<file path="config.mk">
export PLATFORM = sky130hd
export DESIGN_NAME = perf_counter_bank
export DESIGN_NICKNAME = d
export VERILOG_FILES = /design/src/rtl/perf_pkg.sv /design/src/rtl/perf_finish_detect.sv /design/src/rtl/perf_counter_bank.sv
export SDC_FILE = /design/constraint.sdc
export NUM_CORES = 1
export LEC_CHECK = 0
export ABC_CLOCK_PERIOD_IN_PS = 8800
export CORE_ASPECT_RATIO = 1.75
export CORE_MARGIN = 10
export CORE_UTILIZATION = 61
export CTS_CLUSTER_DIAMETER = 120
export DETAILED_ROUTE_END_ITERATION = 12
export GPL_ROUTABILITY_DRIVEN = 0
export GPL_TIMING_DRIVEN = 0
export PLACE_DENSITY_LB_ADDON = 0.3
export SYNTH_ARGS = -nofsm -noshare
export SYNTH_HDL_FRONTEND = slang
export SYNTH_SLANG_ARGS = --single-unit
</file>
<file path="constraint.sdc">
create_clock -name clk -period 8.8 [get_ports clk]
set_input_delay 1.76 -clock clk [delete_from_list [all_inputs] [get_ports clk]]
set_output_delay 1.76 -clock clk [all_outputs]
set_load 0.01 [all_outputs]
</file>
<file path="src/rtl/perf_pkg.sv">
// Shared types and constants for the performance counter bank.
package perf_pkg;

    typedef enum logic [1:0] {
        PERF_IDLE = 2'd0,
        PERF_RUN  = 2'd1,
        PERF_DONE = 2'd2
    } perf_state_e;

    localparam int EV_RETIRE = 0;
    localparam int EV_STALL  = 1;
    localparam int EV_BUBBLE = 2;
    localparam int EV_FLUSH  = 3;
    localparam int EV_RAW    = 4;
    localparam int EV_FWD1   = 5;
    localparam int EV_FWD2   = 6;
    localparam int EV_CBR    = 7;
    localparam int EV_UBR    = 8;

    localparam int PERF_FINISH_THRESH_DEF = 10;

endpackage

</file>
<file path="src/rtl/perf_finish_detect.sv">
// Program-completion detector: zero-instruction and stuck-PC streaks.
module perf_finish_detect #(
    parameter int FINISH_THRESH = 10
) (
    input  logic        clk,
    input  logic        rst,
    input  logic        run_i,
    input  logic [31:0] instr_i,
    input  logic [31:0] pc_i,
    output logic        finish_o
);

    localparam logic [7:0] THR = 8'(FINISH_THRESH);

    logic [7:0]  zero_q, zero_d;
    logic [7:0]  pcs_q, pcs_d;
    logic [31:0] pc_prev_q;

    always_comb begin
        zero_d = 8'd0;
        pcs_d  = 8'd0;
        if (instr_i == 32'd0) begin
            zero_d = (zero_q == THR) ? THR : zero_q + 8'd1;
        end
        if (pc_i == pc_prev_q) begin
            pcs_d = (pcs_q == THR) ? THR : pcs_q + 8'd1;
        end
    end

    // Strobe on the edge where either streak reaches the threshold.
    assign finish_o = run_i && ((zero_d == THR) || (pcs_d == THR));

    always_ff @(posedge clk) begin
        if (rst) begin
            zero_q    <= 8'd0;
            pcs_q     <= 8'd0;
            pc_prev_q <= 32'd0;
        end else begin
            pc_prev_q <= pc_i;
            zero_q    <= run_i ? zero_d : 8'd0;
            pcs_q     <= run_i ? pcs_d : 8'd0;
        end
    end

endmodule

</file>
<file path="src/rtl/perf_counter_bank.sv">
// Event counter bank with cycle counter, finish FSM and snapshot bank.
// Define PERF_SATURATE_EN to saturate counters instead of wrapping.
module perf_counter_bank
    import perf_pkg::*;
#(
    parameter int NUM_EVENTS    = 9,
    parameter int CNT_W         = 32,
    parameter int FINISH_THRESH = PERF_FINISH_THRESH_DEF,
    parameter int ADDR_W        = $clog2(NUM_EVENTS + 1)
) (
    input  logic                  clk,
    input  logic                  rst,
    input  logic                  perf_enable,
    input  logic [NUM_EVENTS-1:0] event_vec,
    input  logic [31:0]           instr_if,
    input  logic [31:0]           pc_if,
    input  logic                  clear,
    input  logic                  snap_req,
    output logic                  snap_valid,
    input  logic [ADDR_W-1:0]     rd_addr,
    output logic [CNT_W-1:0]      rd_data,
    output logic [NUM_EVENTS:0]   ovf,
    output logic                  finished,
    output logic                  finish_pulse,
    output logic [1:0]            state_o
);

    localparam logic [CNT_W-1:0]  ONE       = CNT_W'(1);
    localparam logic [ADDR_W-1:0] LAST_ADDR = ADDR_W'(NUM_EVENTS);

    perf_state_e state_q, state_d;
    logic        finished_q, finish_pulse_q;
    logic        run, finish;

    logic [CNT_W-1:0]    cnt_q    [NUM_EVENTS+1];
    logic [CNT_W-1:0]    cnt_d    [NUM_EVENTS+1];
    logic [CNT_W-1:0]    shadow_q [NUM_EVENTS+1];
    logic [NUM_EVENTS:0] ovf_q, ovf_d, inc;
    logic                snap_valid_q;
    logic [CNT_W-1:0]    rd_data_q;

    assign run = (state_q == PERF_RUN);

    perf_finish_detect #(
        .FINISH_THRESH(FINISH_THRESH)
    ) u_finish (
        .clk     (clk),
        .rst     (rst),
        .run_i   (run),
        .instr_i (instr_if),
        .pc_i    (pc_if),
        .finish_o(finish)
    );

    always_comb begin
        state_d = state_q;
        if (clear) begin
            state_d = PERF_IDLE;
        end else begin
            unique case (state_q)
                PERF_IDLE: if (perf_enable) state_d = PERF_RUN;
                PERF_RUN: begin
                    if (finish)            state_d = PERF_DONE;
                    else if (!perf_enable) state_d = PERF_IDLE;
                end
                PERF_DONE: state_d = PERF_DONE;
                default:   state_d = PERF_IDLE;
            endcase
        end
    end

    always_ff @(posedge clk) begin
        if (rst) begin
            state_q        <= PERF_IDLE;
            finished_q     <= 1'b0;
            finish_pulse_q <= 1'b0;
        end else begin
            state_q        <= state_d;
            finished_q     <= (state_d == PERF_DONE);
            finish_pulse_q <= run && (state_d == PERF_DONE);
        end
    end

    // Top slot is the cycle counter, always incremented while running.
    assign inc = {1'b1, event_vec} & {(NUM_EVENTS + 1){run}};

    always_comb begin
        for (int i = 0; i <= NUM_EVENTS; i++) begin
            cnt_d[i] = cnt_q[i];
            ovf_d[i] = ovf_q[i];
            if (clear) begin
                cnt_d[i] = '0;
                ovf_d[i] = 1'b0;
            end else if (inc[i]) begin
                if (&cnt_q[i]) begin
                    ovf_d[i] = 1'b1;
`ifdef PERF_SATURATE_EN
                    cnt_d[i] = cnt_q[i];
`else
                    cnt_d[i] = '0;
`endif
                end else begin
                    cnt_d[i] = cnt_q[i] + ONE;
                end
            end
        end
    end

    always_ff @(posedge clk) begin
        if (rst) begin
            for (int i = 0; i <= NUM_EVENTS; i++) begin
                cnt_q[i]    <= '0;
                shadow_q[i] <= '0;
            end
            ovf_q        <= '0;
            snap_valid_q <= 1'b0;
            rd_data_q    <= '0;
        end else begin
            for (int i = 0; i <= NUM_EVENTS; i++) begin
                cnt_q[i] <= cnt_d[i];
                if (snap_req) shadow_q[i] <= cnt_q[i];
            end
            ovf_q        <= ovf_d;
            snap_valid_q <= snap_req;
            rd_data_q    <= (rd_addr > LAST_ADDR) ? '0 : shadow_q[rd_addr];
        end
    end

    assign snap_valid   = snap_valid_q;
    assign rd_data      = rd_data_q;
    assign ovf          = ovf_q;
    assign finished     = finished_q;
    assign finish_pulse = finish_pulse_q;
    assign state_o      = state_q;

endmodule

</file>
## Yosys cells after proc, flatten, opt, wreduce, memory -nomap -nowiden

Memories as Yosys holds them, arrays and structs flattened. A register that Yosys moved wholly into a read port is not among the register bits.
Index checks and enable logic that the tools add are counted.

- Register bits after elaboration: 63
- Logic and storage cells: 155
- Bits of input ports: 82
- Memories kept: 2
- Output and inout port bits: 47
- RAM bits: 640

Memory list:

| memory | words | width | read ports | clocked after Yosys merged registers in | wr ports | line | RTL |
|---|---|---|---|---|---|---|---|
| cnt_q | 10 | 32 | 10 | 0 | 10 | perf_counter_bank.sv:35 | `logic [CNT_W-1:0] cnt_q [NUM_EVENTS+1];` |
| shadow_q | 10 | 32 | 1 | 1 | 10 | perf_counter_bank.sv:37 | `logic [CNT_W-1:0] shadow_q [NUM_EVENTS+1];` |

- $lt $le $gt $ge: 1
- Equality and inequality tests: 8
- Bitwise gates (word level): 22
- Reduce and logical (&&, ||, !) cells: 28
- Muxes and demuxes: 65
- $add $sub $neg: 12

Operators with widths:

| cell | number |
|---|---|
| 2-to-1 mux 32 bit | 50 |
| AND reduction 33 bit | 10 |
| adder 32 x 1 -> 32 bit (second input constant) | 10 |
| AND reduction 32 bit | 10 |
| == test 32 bit | 1 |
| == test 8 x 4 -> 1 bit (second input constant) | 4 |
| zero test 32 bit | 1 |
| 2-to-1 mux 8 bit | 4 |
| bitwise OR 1 bit | 20 |
| adder 8 x 1 -> 8 bit (second input constant) | 2 |
| AND 10 bit | 1 |
| 2-to-1 mux 2 bit | 4 |
| 2-to-1 mux 1 bit | 6 |
| case mux 2 bit (3 select lines) | 1 |
| OR reduction 2 bit | 3 |
| == test 2 bit (second input constant) | 2 |
| > comparator 4 bit (second input constant) | 1 |
| == test 2 x 1 -> 1 bit (second input constant) | 1 |
| logical AND 1 bit | 2 |
| zero test 2 bit | 1 |
| logical OR 1 bit | 1 |
| inverter 1 bit | 1 |

## Longest topological paths before layout

Gate-level depths: netlist of run 1.

- Depth in word-level cells: 11
- Gate-level depth with buffers: 9

## Cells and area by module

From an unflattened synthesis of run 1, not the netlist that was laid out.

- Cell total of the unflattened synthesis: 2996
- Area, all modules: 32727.6 um2

By module, submodules not included:

| module | instances | area each (um2) | cells an instance |
|---|---|---|---|
| perf_counter_bank | 1 | 30514.3 | 2769 |
| perf_finish_detect | 1 | 2213.4 | 227 |

## Worst setup path after synthesis of run 1

Ideal clock, no wire load.

- Path kind: in2reg
- From: input rst
- To: memory shadow_q[0][0], enable pin
- Setup slack: 2.060 ns
- Path buffers: 2
- Stages on the path: 3
- Arrival: 6.190 ns
- Setup time: 0.550 ns
- Cell sequence: clkbuf_1 > clkbuf_1 > or2_2

RTL lines:

| item | line | RTL |
|---|---|---|
| start, declared | perf_counter_bank.sv:12 | `input logic rst,` |
| end, declared | perf_counter_bank.sv:37 |  |

==> run summary, run 1 <==
status: completed
yosys warns: 0
nets: 3187
Hold Path Class: flip-flop to flip-flop
Initial Util: 61.3%
htree depth: 2
hold depth: 1
Clock Latency Late Sink: 0.63 ns
Setup Skew: 0.0129 ns
via count: 22.9k
minimum clock period: 5.66 ns
EDFF count, synth: 320
Max Freq: 0.177 GHz
TritonCTS buffer count: 61
setup tns final: 0 ns
net count after synthesis: 2994
antenna violations before repair: 3
CP Class: input port to flip-flop
largest net degree at the start of global routing: 73
Final Max Slew Viols: 0
CP startpoint kind: input port
Post-DP HPWL: 66600 um
maximum VDD drop: 182 uV
first-pass GRT wire length: 134000 um
CTS resizes: 0
final WL: 88400 um
Die ar.: 62400 um^2
Total GRT Usage: 27.7%
# fillers: 3743
count leader, synth: dfxtp_1
Starting DRT DRC Count: 2135
RR Endpoint: cnt_q[5][13]$_SDFFE_PP0P_
drc violations: 0
Worst-path clk slew: 0.07 ns
flops & latches, synth: 735
min-delay src: ovf[6]$_SDFFE_PP0P_
setup violators final: 0
Cells after Synth: 2898
DR vias/cell: 5.98
Root Driver: clkbuf_16
area leader, netlist: edfxtp_1
worst reg2reg setup slack: 5.52 ns
relative slew slack: 10.8%
Area Overhead vs Synth: 13.9%
Routed WL per cell: 23.1 um
Die Y: 323 um
Max Cap Viol: 0
Setup Buffers After CTS: 0
Hold EP: ovf[6]$_SDFFE_PP0P_
port bufs: 125
ANT nets after route: 0
Hold Buf Count CTS: 0
I/O pin cnt: 129
Critical Path AT: 6.20 ns
post-synth cell types: 62
First-pass DRT Iterations: 6
RSZ-0062 raised after global routing: false
CTS sink cnt: 735
final period utilization: 64.3%
Pwr per Cell Area: 193 nW/um^2
core footprint: 52200 um^2
actual slew at the worst max-slew pin: 1.33 ns
async set-or-reset flop fraction in the synthesized netlist: 0%
Post-Syn Area: 32000 um^2
synth top area cells: edfxtp_1 (30%), dfxtp_1 (26%), and2_1 (6.5%)
most used flip-flop cell after synthesis: dfxtp_1
Final Core Density: 69.9%
commonest cells in the netlist: dfxtp_1 (415), nor2_1 (392), and2_1 (334)
vias in the first global route: 23.1k
FF-to-FF path depth: 7
Synth Area per Inst: 11.1 um^2
Die X: 193 um
Crit Path Max Fanout: 10
Max clock buf depth: 3
CTS tree: yes
Seq/Total Area, Yosys: 55.9%
Setup crit end kind: flip-flop
Worst R2R Start: cnt_q[5][20]$_SDFFE_PP0P_
gr ovfl total: 0
share of layout cells above drive strength 1: 7.35%
Fin. Hold Viols: 0
Synth top area share: 30.0%
Leak Pwr: 12.8 nW
FP Rows: 111
Worst EP required: 9.35 ns
[through the flow]
stage | total power, W | hold WS (ns) | worst slack, ns | cell area (um^2) | std cells
CTS | 0.00706 | 0.467 | 3.30 | 36500 | 3822
global placement | 0.00411 | 0.455 | -0.490 | 34100 | 3701
finish | 0.00705 | 0.464 | 3.14 | 36500 | 3824
floorplan | 0.00393 | 0.437 | 2.06 | 32000 | 2898
global route | 0.00721 | 0.480 | 3.19 | 36500 | 3822
detailed placement | 0.00412 | 0.454 | 2.70 | 34300 | 3706
[where the power goes]
group	switching, W	total, W	internal (W)
registers	0.0000527	0.00369	0.00364
clock network	0.00127	0.00301	0.00174
logic	0.000210	0.000354	0.000144
total	0.00153	0.00705	0.00552
[cell type report]
| cell class | count | area (um^2) | share of cell area, % |
|---|---|---|---|
| clock buffers | 76 | 1680 | 4.59 |
| diodes | 2 | 5.00 | 0.0137 |
| flip-flops and latches | 735 | 17900 | 49.1 |
| multi-input cells | 2009 | 13500 | 36.9 |
| well taps | 678 | 848 | 2.32 |
| clock inverters | 40 | 543 | 1.49 |
| repair buffers | 130 | 1390 | 3.81 |
| plain buffers | 130 | 552 | 1.51 |
| inverters | 24 | 90.1 | 0.247 |
[cell usage in the layout (no fill, tap or decap), drive strengths merged, types with 8 or more instances in the layout]
cell type,n
dfxtp,415
nor2,392
and2,334
edfxtp,320
xor2,185
clkbuf,164
nand2,150
xnor2,149
nand3,137
clkdlybuf4s50,125
nand4,90
nor2b,75
mux4,64
a211oi,64
and3,63
buf,47
and4,44
nor3,40
mux2i,35
nor4,33
inv,26
a21oi,23
clkinv,22
o21ai,21
or3,15
ha,14
bufinv,13
nand3b,12
a31oi,10
or2,8
[cells by family after synthesis]
family,after synthesis,share of synthesized area [%]
compound gates,143,3.12
mux,101,5.66
simple gates,1417,23.6
fa+ha+maj,14,0.547
xor+xnor,334,9.13
flops,735,55.9
buf+inv,154,2.00
[routing by layer]
metal	vias to the layer above	share of wire [%]	global-route usage, %
li1	10500	-	-
met1	11100	33	27.7
met2	963	51	49.0
met3	311	6.0	3.92
met4	0	10	25.7
met5	-	0	0
[worst max-delay path, cell delays in order]
cell and delay, ns:
clkdlybuf4s50_1 0.44, clkbuf_1 0.39, nor2_1 1.13, clkbuf_1 1.04, clkbuf_1 0.93, o21ai_0 0.27, nor3_1 0.22
[worst max-delay path by stage]
stage	startpoint	to	cells past startpoint	slack (ns)
after floorplan	rst	shadow_q[0][0]$_SDFFCE_PN0P_	3	2.06
after global placement	rst	shadow_q[8][19]$_SDFFCE_PN0P_	4	-0.49
after detailed placement	rst	cnt_q[9][27]$_SDFFE_PP0N_	7	2.70
after CTS	rst	cnt_q[9][27]$_SDFFE_PP0N_	7	3.30
after global routing	rst	cnt_q[9][27]$_SDFFE_PP0N_	7	3.19
final	rst	cnt_q[9][27]$_SDFFE_PP0N_	7	3.14
[flip-flops by register name, indices dropped and copies added (netlist names)]
signal              flops
rd_data                32
ovf                    10
finish_pulse            1
snap_valid              1
state_o                 2
shadow_q              320
finished                1
u_finish.zero_q         8
cnt_q                 320
u_finish.pc_prev_q     32
u_finish.pcs_q          8
No activity file was read; power rests on OpenSTA's default activity.
==> run 2, diff against run 1 <==
--- a/config.mk
+++ b/config.mk
@@ -5,10 +5,10 @@
 export SDC_FILE = /design/constraint.sdc
 export NUM_CORES = 1
 export LEC_CHECK = 0
-export ABC_CLOCK_PERIOD_IN_PS = 8800
+export ABC_CLOCK_PERIOD_IN_PS = 4800
 export CORE_ASPECT_RATIO = 1.75
 export CORE_MARGIN = 10
-export CORE_UTILIZATION = 61
+export CORE_UTILIZATION = 55
 export CTS_CLUSTER_DIAMETER = 120
 export DETAILED_ROUTE_END_ITERATION = 12
 export GPL_ROUTABILITY_DRIVEN = 0
==> constraint.sdc (replaced) <==
create_clock -name clk -period 4.8 [get_ports clk]
set_input_delay 0.96 -clock clk [delete_from_list [all_inputs] [get_ports clk]]
set_output_delay 0.96 -clock clk [all_outputs]
set_load 0.01 [all_outputs]
==> run summary, run 2 (synthesis results as in run 1) <==
status: completed (unchanged)
Die ar.: 68700 um^2 (was 62400 um^2)
crit-path max cell delay: 1.11 ns (was 1.13 ns)
CTS tree: yes (unchanged)
Max Cap Viol: 0 (unchanged)
drc violations: 0 (unchanged)
CTS sink cnt: 735 (unchanged)
Sw Ratio: 21.9% (was 21.7%)
Worst EP required: 5.33 ns (was 9.35 ns)
Worst Setup Slack, final: 0.140 ns (was 3.14 ns)
design area: 36600 um^2 (was 36500 um^2)
via count: 22.8k (was 22.9k)
Worst-path clk slew: 0.07 ns (about the same)
Clock Power Share: 42.0% (was 42.6%)
Total GRT Usage: 25.6% (was 27.7%)
Crit path depth: 7 (unchanged)
Initial Util: 55.2% (was 61.3%)
CP Class: input port to flip-flop (unchanged)
Max Freq: 0.215 GHz
Routed WL per cell: 22.7 um (was 23.1 um)
commonest non-fill, non-tap cells in the layout: dfxtp_1 (415), nor2_1 (391), and2_1 (334) (was dfxtp_1 (415), nor2_1 (392), and2_1 (334))
relative slew slack: 4.16% (was 10.8%)
actual slew at the worst max-slew pin: 1.44 ns (was 1.33 ns)
Fin. Hold Viols: 0 (unchanged)
CP max-delay cell: clkbuf_1 (was nor2_1)
maximum VDD drop: 239 uV (was 182 uV)
core footprint: 58000 um^2 (was 52200 um^2)
RSZ-0062 raised after global routing: false (unchanged)
Clock Latency Late Sink: 0.61 ns (was 0.63 ns)
Setup Skew: 0.0242 ns (was 0.0129 ns)
Largest regs: cnt_q (320), shadow_q (320) (unchanged)
Worst R2R Start: state_o[1]$_SDFF_PP0_ (was cnt_q[5][20]$_SDFFE_PP0P_)
Die X: 202 um (was 193 um)
final WL: 89000 um (was 88400 um)
Area Overhead vs Synth: 14.1% (was 13.9%)
Inserted Diodes: 0 (was 2)
RR Endpoint: cnt_q[3][25]$_SDFFE_PP0P_ (was cnt_q[5][13]$_SDFFE_PP0P_)
minimum clock period: 4.66 ns
vias in the first global route: 23.1k (about the same)
ANT nets after route: 0 (unchanged)
Hold EP: ovf[0]$_SDFFE_PP0P_ (was ovf[6]$_SDFFE_PP0P_)
hold depth: 2 (was 1)
most common library cell in the layout ignoring fill and taps: dfxtp_1 (unchanged)
Pint: 0.00999 W (was 0.00552 W)
Root Driver: clkbuf_16 (unchanged)
setup violators final: 0 (unchanged)
Starting DRT DRC Count: 1918 (was 2135)
combinational power share: 5.1% (was 5.0%)
P_sw: 0.00280 W (was 0.00153 W)
Crit Path Max Fanout: 10 (unchanged)
Pwr per Cell Area: 350 nW/um^2 (was 193 nW/um^2)
Hold Path Class: flip-flop to flip-flop (unchanged)
FP Rows: 117 (was 111)
largest net degree at the start of global routing: 73 (unchanged)
WP buf/inv: 4 (unchanged)
FF-to-FF path depth: 9 (was 7)
Max clock buf depth: 3 (unchanged)
nets: 3192 (was 3187)
port bufs: 125 (unchanged)
Die Y: 339 um (was 323 um)
final period utilization: 97.1%
Place WS: -0.645 ns (was 2.70 ns)
TritonCTS buffer count: 66 (was 61)
min-delay src: ovf[0]$_SDFFE_PP0P_ (was ovf[6]$_SDFFE_PP0P_)
Reg power frac: 52.9% (was 52.4%)
worst reg2reg setup slack: 1.67 ns (was 5.52 ns)
DR vias/cell: 5.80 (was 5.98)
share of layout cells above drive strength 1: 7.34% (was 7.35%)
I/O pin cnt: 129 (unchanged)
gr ovfl total: 0 (unchanged)
CP startpoint kind: input port (unchanged)
cell breakdown of the critical path: clkdlybuf4s50_1, clkbuf_1, nor2_2, clkbuf_1, clkbuf_1, o21ai_0, nor3_1 (was clkdlybuf4s50_1, clkbuf_1, nor2_1, clkbuf_1, clkbuf_1, o21ai_0, nor3_1)
dpl cell area: 34400 um^2 (was 34300 um^2)
# fillers: 4530 (was 3743)
antenna violations before repair: 2 (was 3)
delay-heaviest family, CP: buffers and inverters (unchanged)
Critical Path AT: 5.19 ns (was 6.20 ns)
CP most frequent cell: clkbuf_1 (unchanged)
first-pass GRT wire length: 135000 um (was 134000 um)
Final Max Slew Viols: 0 (unchanged)
htree depth: 3 (was 2)
Leak Pwr: 12.8 nW (about the same)
Setup crit end kind: flip-flop (unchanged)
Post-DP HPWL: 68000 um (was 66600 um)
First-pass DRT Iterations: 6 (unchanged)
==> run 2: tightest hold or removal path, stage by stage (launching register included) <==
cell and delay (ns):
dfxtp_1 0.33, a31oi_1 0.04, nor2_1 0.07
==> run 2: what timing repair did <==
action / in CTS / in global routing
resized for setup: 1 / 0
endpoints found under the setup margin: 1 / 0
buffers inserted: 0 / 0
hold buffers: 0 / 0
==> run 2: worst max-delay path by stage <==
stage | end | slack, ns | from
finish | cnt_q[9][27]$_SDFFE_PP0N_ | 0.14 | rst
floorplan | shadow_q[0][0]$_SDFFCE_PN0P_ | 0.47 | rst
global placement | shadow_q[8][19]$_SDFFCE_PN0P_ | -1.61 | rst
detailed placement | cnt_q[9][27]$_SDFFE_PP0N_ | -0.65 | rst
global route | cnt_q[9][27]$_SDFFE_PP0N_ | 0.12 | rst
CTS | cnt_q[9][27]$_SDFFE_PP0N_ | 0.31 | rst
==> run 2: cell type report <==
cell class,count,area [um^2],share of cell area (%)
Buffer,130,552,1.51
Multi-Input combinational cell,2009,13500,36.9
Inverter,24,90.1,0.246
Sequential cell,735,17900,49.0
Clock inverter,28,244,0.667
Tap cell,773,967,2.65
Clock buffer,93,1940,5.31
Timing Repair Buffer,130,1370,3.76
==> run 2: power groups by stage <==
stage                     Combinational [W]  Sequential [W]  Clock, W
after floorplan                    0.000337         0.00686         0
after global placement             0.000625         0.00691         0
after detailed placement           0.000652         0.00690         0
after CTS                          0.000654         0.00676   0.00542
after global routing               0.000689         0.00676   0.00566
final                              0.000655         0.00676   0.00537
==> run 2: per-stage QoR <==
stage          power [W]  instances  setup TNS (ns)  utilization, %  hold WS, ns
6_report          0.0128       3922               0            63.1        0.472
5_1_grt           0.0131       3922               0            63.1        0.510
4_1_cts           0.0128       3922               0            63.1        0.476
3_5_place_dp     0.00755       3801          -19.33            59.3        0.461
3_3_place_gp     0.00753       3796         -534.01            59.1        0.455
2_1_floorplan    0.00719       2898               0               -        0.437
==> run 2: layer usage <==
layer | global-route usage (%) | vias to the layer above | share of wire [%]
met1 | 25.3 | 11000 | 33
met5 | 0 | - | 0.015
met4 | 20.0 | 2 | 8.6
li1 | - | 10500 | -
met3 | 4.14 | 299 | 5.8
met2 | 46.6 | 919 | 52
==> run 3, diff against run 2 <==
--- a/config.mk
+++ b/config.mk
@@ -6,9 +6,10 @@
 export NUM_CORES = 1
 export LEC_CHECK = 0
 export ABC_CLOCK_PERIOD_IN_PS = 4800
-export CORE_ASPECT_RATIO = 1.75
+export CORE_ASPECT_RATIO = 0.75
 export CORE_MARGIN = 10
-export CORE_UTILIZATION = 55
+export CORE_UTILIZATION = 57
+export CTS_BUF_LIST = sky130_fd_sc_hd__clkbuf_2 sky130_fd_sc_hd__clkbuf_4 sky130_fd_sc_hd__clkbuf_8
 export CTS_CLUSTER_DIAMETER = 120
 export DETAILED_ROUTE_END_ITERATION = 12
 export GPL_ROUTABILITY_DRIVEN = 0
==> run summary, run 3 (synthesis results as in run 1) <==
gr ovfl total: 0 (unchanged)
Fin. Hold Viols: 0 (unchanged)
CTS sink cnt: 735 (unchanged)
P_sw: 0.00303 W (was 0.00280 W)
Place WS: -0.519 ns (was -0.645 ns)
Sw Ratio: 22.9% (was 21.9%)
share of layout cells above drive strength 1: 10.2% (was 7.34%)
maximum VDD drop: 215 uV (was 239 uV)
Max Cap Viol: 0 (unchanged)
DR vias/cell: 5.87 (was 5.80)
Worst-path clk slew: 0.06 ns (was 0.07 ns)
Max clock buf depth: 3 (unchanged)
FP Rows: 75 (was 117)
Max Freq: 0.233 GHz (was 0.215 GHz)
largest net degree at the start of global routing: 72 (was 73)
Root Driver: clkbuf_8 (was clkbuf_16)
actual slew at the worst max-slew pin: 1.37 ns (was 1.44 ns)
antenna violations before repair: 3 (was 2)
status: completed (unchanged)
area of the multi-input gates: 13500 um^2 (about the same)
ANT nets after route: 0 (unchanged)
Die X: 294 um (was 202 um)
Hold Buf Count CTS: 0 (unchanged)
core footprint: 55700 um^2 (was 58000 um^2)
Pint: 0.0102 W (was 0.00999 W)
Crit Path Max Fanout: 10 (unchanged)
minimum clock period: 4.28 ns (was 4.66 ns)
CP startpoint kind: input port (unchanged)
Total GRT Usage: 26.1% (was 25.6%)
cell breakdown of the critical path: clkdlybuf4s50_1, clkbuf_1, nor2_1, clkbuf_1, clkbuf_1, o21ai_0, nor3_1 (was clkdlybuf4s50_1, clkbuf_1, nor2_2, clkbuf_1, clkbuf_1, o21ai_0, nor3_1)
CTS tree: yes (unchanged)
Leak Pwr: 13.0 nW (was 12.8 nW)
relative slew slack: 8.47% (was 4.16%)
Die ar.: 66200 um^2 (was 68700 um^2)
First-pass DRT Iterations: 5 (was 6)
Starting DRT DRC Count: 2792 (was 1918)
# fillers: 4143 (was 4530)
Worst Setup Slack, final: 0.515 ns (was 0.140 ns)
Post-DP HPWL: 64200 um (was 68000 um)
drc violations: 0 (unchanged)
Worst EP required: 5.44 ns (was 5.33 ns)
combinational power share: 5.0% (was 5.1%)
setup violators final: 0 (unchanged)
Area Overhead vs Synth: 15.0% (was 14.1%)
CP Class: input port to flip-flop (unchanged)
Critical Path AT: 4.92 ns (was 5.19 ns)
nets: 3237 (was 3192)
Routed WL per cell: 22.0 um (was 22.7 um)
crit-path max cell delay: 1.07 ns (was 1.11 ns)
Initial Util: 57.5% (was 55.2%)
vias in the first global route: 22.1k (was 23.1k)
final cell count without fillers: 3972 (was 3922)
CP max-delay cell: clkbuf_1 (unchanged)
CTS resizes: 0 (was 1)
dpl cell area: 34300 um^2 (was 34400 um^2)
htree depth: 3 (unchanged)
final WL: 87300 um (was 89000 um)
first-pass GRT wire length: 132000 um (was 135000 um)
Die Y: 225 um (was 339 um)
Hold Path Class: flip-flop to flip-flop (unchanged)
Reg power frac: 51.3% (was 52.9%)
TritonCTS buffer count: 111 (was 66)
Reg area: 17900 um^2 (unchanged)
Setup Buffers After CTS: 0 (unchanged)
setup tns final: 0 ns (unchanged)
Largest regs: cnt_q (320), shadow_q (320) (unchanged)
Placed Cells: 3758 (was 3801)
Clock Power Share: 43.6% (was 42.0%)
design area: 36800 um^2 (was 36600 um^2)
Pwr per Cell Area: 359 nW/um^2 (was 350 nW/um^2)
via count: 23.3k (was 22.8k)
Clock Latency Late Sink: 0.75 ns (was 0.61 ns)
port bufs: 125 (unchanged)
RSZ-0062 raised after global routing: false (unchanged)
Final Max Slew Viols: 0 (unchanged)
CP most frequent cell: clkbuf_1 (unchanged)
I/O pin cnt: 129 (unchanged)
final period utilization: 89.3% (was 97.1%)
most common library cell in the layout ignoring fill and taps: dfxtp_1 (unchanged)
Setup Skew: 0.0442 ns (was 0.0242 ns)
commonest non-fill, non-tap cells in the layout: dfxtp_1 (415), nor2_1 (392), and2_1 (334) (was dfxtp_1 (415), nor2_1 (391), and2_1 (334))
Setup crit end kind: flip-flop (unchanged)
-- run 3: changes by cell type in the layout (fill, tap and decap cells not counted), sizes merged --
cell and change:
clkbuf +73, bufinv +4, clkinvlp -1, diode +1, clkinv +15
-- run 3: critical path: cells and delay by family --
family	cells	cell delay, ns
buf+inv	4	2.83
simple gates	2	0.88
compound gates	1	0.25
-- run 3: worst paths after layout --
kind / end / start / depth (start not counted) / slack, ns
setup / recovery: cnt_q[9][27]$_SDFFE_PP0N_ / rst / 7 / 0.52
hold / removal: ovf[4]$_SDFFE_PP0P_ / ovf[4]$_SDFFE_PP0P_ / 1 / 0.47
setup reg to reg: cnt_q[3][19]$_SDFFE_PP0P_ / state_o[1]$_SDFF_PP0_ / 9 / 1.53
hold reg to reg: ovf[4]$_SDFFE_PP0P_ / ovf[4]$_SDFFE_PP0P_ / 1 / 0.47
-- run 3: stage by stage --
stage	utilization, %	total power (W)	hold WS, ns
finish	66.1	0.0132	0.474
detailed placement	61.5	0.00755	0.457
global route	66.1	0.0136	0.498
global placement	61.3	0.00754	0.452
floorplan	-	0.00719	0.437
CTS	66.1	0.0132	0.472
-- run 3: final cells by class --
cell class / instances / share of cell area (%)
buffer: 130 / 1.50
antenna: 1 / 0.00679
clock inverter: 46 / 1.15
inverter: 24 / 0.245
timing repair buffer: 130 / 3.73
tap: 731 / 2.48
sequential: 735 / 48.6
multi-input combinational: 2009 / 36.6
clock buffer: 166 / 5.71
-- run 3: layer usage --
| layer | wire length [um] | GRT usage, % |
|---|---|---|
| met4 | 3110 | 9.50 |
| met2 | 36200 | 36.9 |
| met5 | 0 | 0 |
| met3 | 10600 | 6.60 |
| met1 | 37300 | 38.1 |
-- run 3: power by group through the flow --
| stage | clock (W) | sequential, W | combinational [W] |
|---|---|---|---|
| 3_3_place_gp | 0 | 0.00692 | 0.000626 |
| 2_1_floorplan | 0 | 0.00686 | 0.000337 |
| 4_1_cts | 0.00581 | 0.00677 | 0.000651 |
| 3_5_place_dp | 0 | 0.00690 | 0.000649 |
| 5_1_grt | 0.00608 | 0.00678 | 0.000691 |
| 6_report | 0.00577 | 0.00678 | 0.000662 |
